`config.mk`:
```
export PLATFORM = sky130hd
export DESIGN_NAME = fdiv_seq
export DESIGN_NICKNAME = d
export VERILOG_FILES = /design/src/rtl/fdiv_seq.sv
export SDC_FILE = /design/constraint.sdc
export NUM_CORES = 2
export LEC_CHECK = 0
export ABC_AREA = 1
export CAP_MARGIN = 20
export CORE_MARGIN = 4
export CORE_UTILIZATION = 49
export CTS_BUF_LIST = sky130_fd_sc_hd__clkbuf_8
export DETAILED_ROUTE_END_ITERATION = 12
export GPL_TIMING_DRIVEN = 0
export MAX_ROUTING_LAYER = met4
export PLACE_DENSITY_LB_ADDON = 0.3
export SYNTH_ARGS = -nofsm -noshare
export SYNTH_HDL_FRONTEND = slang
export SYNTH_SLANG_ARGS = --single-unit
export TNS_END_PERCENT = 10
```
`constraint.sdc`:
```
create_clock -name clk -period 241.2 [get_ports clk]
set_input_delay 72.36 -clock clk [delete_from_list [all_inputs] [get_ports clk]]
set_output_delay 72.36 -clock clk [all_outputs]
set_load 0.005 [all_outputs]
```
`src/rtl/fdiv_seq.sv`:
```
// ---------------------------------------------------------------------------
// fdiv_seq : multi-cycle single-precision divider, q = x1 * finv(x2).
//
// One operation in flight behind a valid/ready handshake:
//   S_IDLE -> S_INV (reciprocal registered) -> S_MUL (rounded product
//   registered, plus LAT_HOLD idle cycles) -> S_DONE (result held until
//   out_ready).
//
// Parameters:
//   LAT_HOLD  extra idle cycles spent in S_MUL before S_DONE (0..3)
//
// Ports:
//   clk        clock, rising edge
//   rstn       asynchronous active-low reset
//   in_valid   operands valid          in_ready   block can accept operands
//   x1         dividend (IEEE single)  x2         divisor (IEEE single)
//   out_valid  result valid            out_ready  consumer accepts result
//   q          quotient                ovf        result overflowed to inf
//   dz         divide-by-zero flag (only when FDIV_DIVZERO_EN is defined)
//
// Optional feature macro: FDIV_DIVZERO_EN
// ---------------------------------------------------------------------------

// Combinational reciprocal. Zero/denormal inputs give +-inf with ovf=1,
// inf/NaN inputs give +-0, and reciprocals too small to be normal are
// flushed to +-0.
module finv (
    input  logic [31:0] x,
    output logic [31:0] y,
    output logic        ovf
);
    logic [7:0]        e;
    logic [23:0]       m;
    logic [48:0]       r_full;
    logic [25:0]       r;
    logic signed [9:0] ey;
    logic              unused_r;

    always_comb begin
        e        = x[30:23];
        m        = {1'b1, x[22:0]};
        // 2^48 / m lies in (2^24, 2^25) for a non-power-of-two mantissa,
        // so bit 24 is the hidden one and bit 0 is the rounding bit.
        r_full   = 49'h1_0000_0000_0000 / {25'd0, m};
        r        = r_full[25:0];
        unused_r = ^{r_full[48:24]};
        y        = {x[31], 31'd0};
        ovf      = 1'b0;
        ey       = '0;
        if (e == 8'd0) begin
            y   = {x[31], 8'hFF, 23'd0};
            ovf = 1'b1;
        end else if (e == 8'hFF) begin
            y = {x[31], 31'd0};
        end else if (x[22:0] == 23'd0) begin
            ey = 10'sd254 - $signed({2'b00, e});
            if (ey > 10'sd0)
                y = {x[31], ey[7:0], 23'd0};
        end else begin
            ey = 10'sd253 - $signed({2'b00, e});
            // r never gets close enough to 2^25 for this increment to carry.
            if (ey > 10'sd0)
                y = {x[31], ey[7:0], r[23:1] + {22'd0, r[0]}};
        end
    end
endmodule

module fdiv_seq #(
    parameter int LAT_HOLD = 0
) (
    input  logic        clk,
    input  logic        rstn,
    input  logic        in_valid,
    output logic        in_ready,
    input  logic [31:0] x1,
    input  logic [31:0] x2,
    output logic        out_valid,
    input  logic        out_ready,
    output logic [31:0] q,
    output logic        ovf
`ifdef FDIV_DIVZERO_EN
    ,output logic       dz
`endif
);
    typedef enum logic [1:0] {S_IDLE, S_INV, S_MUL, S_DONE} state_t;

    state_t      state_q, state_d;
    logic [31:0] x1_q, x2_q, inv_q, q_q, q_d;
    logic        iovf_q, ovf_q, ovf_d;
    logic [1:0]  hold_q;
    logic        sp_hit_q, sp_hit_d, sp_inf_q, sp_inf_d;
    logic [31:0] finv_y;
    logic        finv_ovf;
`ifdef FDIV_DIVZERO_EN
    logic        dz_hit_d, dz_hit_q, dz_q;
`endif

    finv u_finv (
        .x   (x2_q),
        .y   (finv_y),
        .ovf (finv_ovf)
    );

    // ---------------- FSM ----------------
    always_comb begin
        state_d = state_q;
        case (state_q)
            S_IDLE:  if (in_valid) state_d = S_INV;
            S_INV:   state_d = S_MUL;
            S_MUL:   if (hold_q == 2'(LAT_HOLD)) state_d = S_DONE;
            S_DONE:  if (out_ready) state_d = S_IDLE;
            default: state_d = S_IDLE;
        endcase
    end

    assign in_ready  = (state_q == S_IDLE);
    assign out_valid = (state_q == S_DONE);
    assign q         = q_q;
    assign ovf       = ovf_q;
`ifdef FDIV_DIVZERO_EN
    assign dz        = dz_q;
`endif

    // ---------------- special-operand screen (S_INV) ----------------
    // Priority: zero/denormal divisor, zero/denormal dividend, inf/NaN
    // divisor, inf/NaN dividend.
    always_comb begin
        sp_hit_d = 1'b1;
        sp_inf_d = 1'b0;
        if (x2_q[30:23] == 8'd0)
            sp_inf_d = 1'b1;
        else if (x1_q[30:23] == 8'd0)
            sp_inf_d = 1'b0;
        else if (x2_q[30:23] == 8'hFF)
            sp_inf_d = 1'b0;
        else if (x1_q[30:23] == 8'hFF)
            sp_inf_d = 1'b1;
        else
            sp_hit_d = 1'b0;
`ifdef FDIV_DIVZERO_EN
        dz_hit_d = (x2_q[30:23] == 8'd0) && (x1_q[30:0] != 31'd0);
`endif
    end

    // ---------------- rounding multiplier (S_MUL) ----------------
    logic [47:0]       prod;
    logic [23:0]       mant_r;
    logic signed [9:0] e_raw, e_fin;
    logic              sgn;
    logic              unused_prod;

    always_comb begin
        sgn         = x1_q[31] ^ inv_q[31];
        prod        = {1'b1, x1_q[22:0]} * {1'b1, inv_q[22:0]};
        unused_prod = ^prod[21:0];
        e_raw       = $signed({2'b00, x1_q[30:23]}) + $signed({2'b00, inv_q[30:23]})
                      - 10'sd127 + $signed({9'd0, prod[47]});
        // Keep 23 fraction bits below the leading one, round half up.
        if (prod[47])
            mant_r = {1'b0, prod[46:24]} + {23'd0, prod[23]};
        else
            mant_r = {1'b0, prod[45:23]} + {23'd0, prod[22]};
        // A carry out leaves mant_r[22:0] all zero, so only the exponent moves.
        e_fin = e_raw + $signed({9'd0, mant_r[23]});

        q_d   = {sgn, e_fin[7:0], mant_r[22:0]};
        ovf_d = 1'b0;
        if (sp_hit_q) begin
            q_d   = sp_inf_q ? {sgn, 8'hFF, 23'd0} : {sgn, 31'd0};
            ovf_d = sp_inf_q;
        end else if (iovf_q) begin
            q_d   = {sgn, 8'hFF, 23'd0};
            ovf_d = 1'b1;
        end else if (inv_q[30:23] == 8'd0) begin
            // Reciprocal was flushed to zero by finv.
            q_d = {sgn, 31'd0};
        end else if (e_fin >= 10'sd255) begin
            q_d   = {sgn, 8'hFF, 23'd0};
            ovf_d = 1'b1;
        end else if (e_fin <= 10'sd0) begin
            q_d = {sgn, 31'd0};
        end
    end

    // ---------------- registers ----------------
    always_ff @(posedge clk or negedge rstn) begin
        if (!rstn) begin
            state_q  <= S_IDLE;
            x1_q     <= '0;
            x2_q     <= '0;
            inv_q    <= '0;
            iovf_q   <= 1'b0;
            sp_hit_q <= 1'b0;
            sp_inf_q <= 1'b0;
            hold_q   <= '0;
            q_q      <= '0;
            ovf_q    <= 1'b0;
`ifdef FDIV_DIVZERO_EN
            dz_hit_q <= 1'b0;
            dz_q     <= 1'b0;
`endif
        end else begin
            state_q <= state_d;
            case (state_q)
                S_IDLE: if (in_valid) begin
                    x1_q <= x1;
                    x2_q <= x2;
                end
                S_INV: begin
                    inv_q    <= finv_y;
                    iovf_q   <= finv_ovf;
                    sp_hit_q <= sp_hit_d;
                    sp_inf_q <= sp_inf_d;
                    hold_q   <= '0;
`ifdef FDIV_DIVZERO_EN
                    dz_hit_q <= dz_hit_d;
`endif
                end
                S_MUL: begin
                    q_q    <= q_d;
                    ovf_q  <= ovf_d;
                    hold_q <= hold_q + 2'd1;
`ifdef FDIV_DIVZERO_EN
                    dz_q   <= dz_hit_q;
`endif
                end
                default: ;
            endcase
        end
    end
endmodule

```
After elaboration in Yosys (flattened, before gate mapping) --
Cells that the tools add are included. Widths: inputs -> output; s select.
Cells by class: bitwise gates (word level) 1, divide/modulo/power cells 1, $mul 1, $add $sub $neg 10, reduce and logical (&&, ||, !) cells 9, multiplexer cells 29, equality and inequality tests 8, magnitude comparators 4
Operators by type and width (number):
- $mux 31 | 11
- $div 49x24->49 const A | 1
- $add 23x1->24 | 2
- $mul 24x24->48 | 1
- $logic_not 8->1 | 3
- $mux 24 | 1
- $add 23x1->23 | 1
- $logic_not 23->1 | 1
- $add 10x2->10 | 2
- $gt 10x1->1 const B | 2
- $sub 8x8->9 const A | 2
- $eq 8x8->1 const B | 2
- $mux 1 | 12
- $ge 10x9->1 const B | 1
- $le 10x1->1 const B | 1
- $sub 9x7->10 const B | 1
- $add 8x8->9 | 1
- $pmux 2 s4 | 1
- $mux 2 | 3
- $eq 2x2->1 const B | 2
- $logic_not 2->1 | 2
- $ne 2x2->1 const B | 2
- $pmux 2 s2 | 1
- $reduce_and 3->1 | 1
- 6 further kinds | 6
Word-level totals: logic and storage cells 73, flip-flop bits (word level) 136, output and inout port bits 35, bits of input ports 68

Depth between registers and ports, before layout --
depth in word-level cells 10, depth in mapped cells 664, depth with buffers taken out 574

Hierarchy --
A second synthesis with hierarchy kept.
Unflattened totals: cells, all modules 12680, area, all modules 77535.6 um^2
By module, submodules not included:
- finv | cells an instance 9101, sequential area each 0.0 um^2, area each 50398.3 um^2, instances 1
- fdiv_seq | cells an instance 3579, sequential area each 3403.3 um^2, area each 27137.3 um^2, instances 1

Worst setup path after synthesis --
OpenSTA, ideal clock, no wires.
path type flip-flop to flip-flop, from register x2_q[0], to register inv_q[22], slack 157.779 ns, stages on the path, launching flop included 647, clock period less this slack 83.421 ns, setup time 0.083 ns, buffers on the path 98, arrival 83.339 ns, required time 241.117 ns, cells stage by stage dfrtp_1 > buf_6 > inv_8 > buf_6 > clkbuf_1 > clkbuf_1 > clkbuf_1 > clkbuf_8 > ha_1 > buf_6 > inv_1 > nor2_1 > inv_1 > nand2_2 > buf_4 > inv_1 > ha_1 > nand2_1 > (+611 left out) > inv_1 > nor3_1 > inv_1 > nor3_1 > inv_1 > nor2_1 > inv_1 > nor3_1 > nand2_1 > nor2_1 > nand2_1 > nor2_1 > inv_1 > nor2_1 > inv_1 > o21ai_0 > nand3_1 > o21ai_0
On the way: cells in the longest elaborated chain, start to end 6, elaborated cells on any way between the ends 7, classes of those cells 1 x add/sub; 1 x div; 4 x mux; 1 x reduce/logical
Ends and longest elaborated chain:
- start, declared | line 88 | logic [31:0] x1_q, x2_q, inv_q, q_q, q_d;
- start signal, assigned | line 190 | x2_q <= '0;
- start signal, assigned | line 207 | x2_q <= x2;
- $div 49x24->49 | line 44 | r_full = 49'h1_0000_0000_0000 / {25'd0, m};
- $add 23x1->23 | line 63 | y = {x[31], ey[7:0], r[23:1] + {22'd0, r[0]}};
- $mux 31 | line 62 | if (ey > 10'sd0)
- $mux 31 (*) | line 55 | end else if (x[22:0] == 23'd0) begin
- $mux 31 (*) | line 53 | end else if (e == 8'hFF) begin
- $mux 31 (*) | line 50 | if (e == 8'd0) begin
- end signal, assigned | line 210 | inv_q <= finv_y;
- end, declared | line 88
Mark *: on every way between the ends. The rest lies on a longest branch, timed or not. A chain may end at the register's enable or synchronous reset.

Worst setup path after layout --
Same ends and word-level chain as after synthesis.

==> results.md <==
- Max_cap viols: 0
- Share of layout cells above drive strength 1: 7.78%
- Clk slew on worst S/H paths: 100 ps
- H-tree Lvls: 4
- Top cell by count, worst path: nand2_1
- Yosys warnings: 0
- First-pass GRT wire length: 395000 microns
- Rows: 142
- Routability cong.: 1.01
- DR DRC count: 0
- I/O pins: 103
- Synthesized flop and latch total: 136
- CP max-delay cell: nor3_1
- Initial Util: 49.5%
- Crit. End Element: flop
- Floorplan core area: approximately 150000 sq um
- Die Span Y: 398 microns
- Status: completed
- Final setup violation count: 0
- Post-CTS Resized: 0
- Commonest non-fill, non-tap cell in the layout: nand2_1
- Port Buf Inserts: 102
- Vias: 78307
- Clock Latency Late Sink: 590 ps
- # hold bufs at CTS: 0
- Seq/Total Area, Yosys: 4.57%
- Tcrit/Tclk final: 45.3%
- Worst hold-check path type: flop to flop
- Post-Route Utilization: 52.5%
- Pin count of the biggest net entering global routing: between 90 and 100
- Final Hold Viols: 0
- Cells after synthesis: between 10000 and 15000
- GR Overflow Total: 0
- Worst Path Max Fanout: 11
- Commonest non-fill, non-tap cells in the layout: 3117 x nand2_1, 1944 x inv_1, 969 x nor2_1
- Detail Placement HPWL: 213000 microns
- DRT iter0 DRCs: 6253
- Unrepaired setup endpoints after global routing: false
- Worst path max stage delay: 700 ps
- Antenna-violating nets left: 0
- Slew Limit Fails: 0
- Number of flops mapped to enable cells by yosys: 0
- CTS tree: yes
- Element type at the critical path start: flop
- Worst path arrival time: about 110000 ps
- Highest Clock Rate: 9.15 MHz
- Final Critical Period: 109300 ps
- Vias in the first global route: 74879
- Syn-to-layout area delta: 6.01%
- Gr usage total: between 30% and 40%
- Hold depth: 2
- WP data required: 241690 ps
- Antenna violations before repair: 4
- Clk sinks: 136
- Async set-reset flop share out of synthesis: 100%
- Vias per inst: between 5 and 6
- Area post-placement: 78500 sq um
- Setup WS post-layout: 131900 ps
- Ys flop type: dfrtp_1
- DR pass1 iterations: 8
- Clk buf depth: 2
- Routed WL: 249000 microns
- Worst slew margin: 21.8%
- Slew @ Worst Pin: 1170 ps
- Worst Skew: 38.9 ps
- FILL cells: approximately 16000
- Setup WS pre-CTS: 134120 ps
- WL/cell: 17.5 microns
- Setup TNS: 0 ps
- Yosys cell types: 92
- Clock root buffer: clkbuf_8
- CP Class: flop to flop
- Die width: 398 microns
- Nets: roughly 13000
- Cell area after synthesis: 74500 sq um
- DIE AREA: 158000 sq um
- Design area: 79000 sq um
- R2R cell count: 641
- CTS Buf Count: 17
- Postcts setup bufs: 0
- Syn_area_per_cell: 6.19 sq um
==> per-layer routing <==
metal  up-vias  track usage (%)  wire [microns]
met5         -                -               0
met4         0             11.7           10600
met3       531             3.29           13600
met2      2330             53.1          117000
met1     36635             39.0          107000
li1      38811                -               -
==> kinds of logic after synthesis <==
| kind of cell | Yosys count | synth area share (%) |
|---|---|---|
| compound gates | 1928 | 14.3 |
| mux | 26 | 0.393 |
| fa+ha+maj | 1238 | 25.7 |
| simple gates | 5739 | 34.4 |
| xor+xnor | 618 | 7.29 |
| flops | 136 | 4.57 |
| buf+inv | 2348 | 13.3 |
| other cells | 1 | 0.00504 |
==> path summary, 6_finish.rpt <==
| check | startpoint | to | slack, ps |
|---|---|---|---|
| hold / removal | q[30]$_DFFE_PN0P_ | q[30]$_DFFE_PN0P_ | 500 |
| hold reg to reg | q[30]$_DFFE_PN0P_ | q[30]$_DFFE_PN0P_ | 500 |
| max in group asynchronous | rstn | x1_q[18]$_DFFE_PN0P_ | 168620 |
| setup reg to reg | x2_q[0]$_DFFE_PN0P_ | inv_q[22]$_DFFE_PN0N_ | 131900 |
| setup / recovery | x2_q[0]$_DFFE_PN0P_ | inv_q[22]$_DFFE_PN0N_ | 131900 |
| min in group asynchronous | rstn | x2_q[6]$_DFFE_PN0P_ | 71720 |
==> sequential cells by signal (all words and copies together), names as in the netlist <==
signal	count
hold_q	2
state_q	2
sp_inf_q	1
iovf_q	1
x1_q	32
q	32
ovf	1
sp_hit_q	1
inv_q	32
x2_q	32
==> cells in the mapped netlist, types with 35 or more instances <==
library cell / count / area, sq um
or2_2: 56 / 350
nand3_2: 80 / 801
nand4_1: 215 / 1350
clkbuf_8: 37 / 509
inv_2: 46 / 173
a31oi_1: 55 / 344
a21oi_1: 759 / 3800
clkbuf_1: 164 / 616
nor2_2: 136 / 851
buf_6: 65 / 732
o211ai_1: 38 / 285
nand2_2: 256 / 1600
xnor2_1: 244 / 2140
nand2_1: 3117 / 11700
dfrtp_1: 136 / 3400
nand3b_1: 51 / 383
nor2_1: 969 / 3640
nor3_1: 99 / 495
o21ai_0: 769 / 3850
o21ai_1: 35 / 175
nor4_1: 36 / 225
nand3_1: 604 / 3020
o21bai_1: 72 / 541
xor2_1: 372 / 3260
inv_1: 1962 / 7360
fa_1: 483 / 9670
ha_1: 755 / 9450
==> worst max-delay path: cells and delay by family (launching register included) <==
family                   cells  cell delay, ps
AO/OA/AOI/OAI              205           39180
adder cells (fa/ha/maj)     28            9610
flip-flops                   1             380
AND/OR/NAND/NOR            231           27750
buffers and inverters      177           31960
==> metrics by stage <==
step                hold WS [ps]  std cells
finish                       497      14218
global route                 527      14218
CTS                          499      14214
detailed placement           477      14182
global placement             466      14162
floorplan                    443      12044
==> final cells by class <==
class | count | area, sq um | share of cell area [%]
antenna | 3 | 7.51 | 0.00951
sequential | 136 | 3400 | 4.31
tap | 2016 | 2520 | 3.19
buffer | 295 | 2170 | 2.75
multi-input combinational | 9560 | 61200 | 77.5
clock inverter | 13 | 156 | 0.198
timing repair buffer | 123 | 1490 | 1.89
clock buffer | 19 | 262 | 0.331
inverter | 2053 | 7770 | 9.84
Power is not shown: default switching activity piles up to over one toggle a cycle in this logic, so the estimate is an artifact.
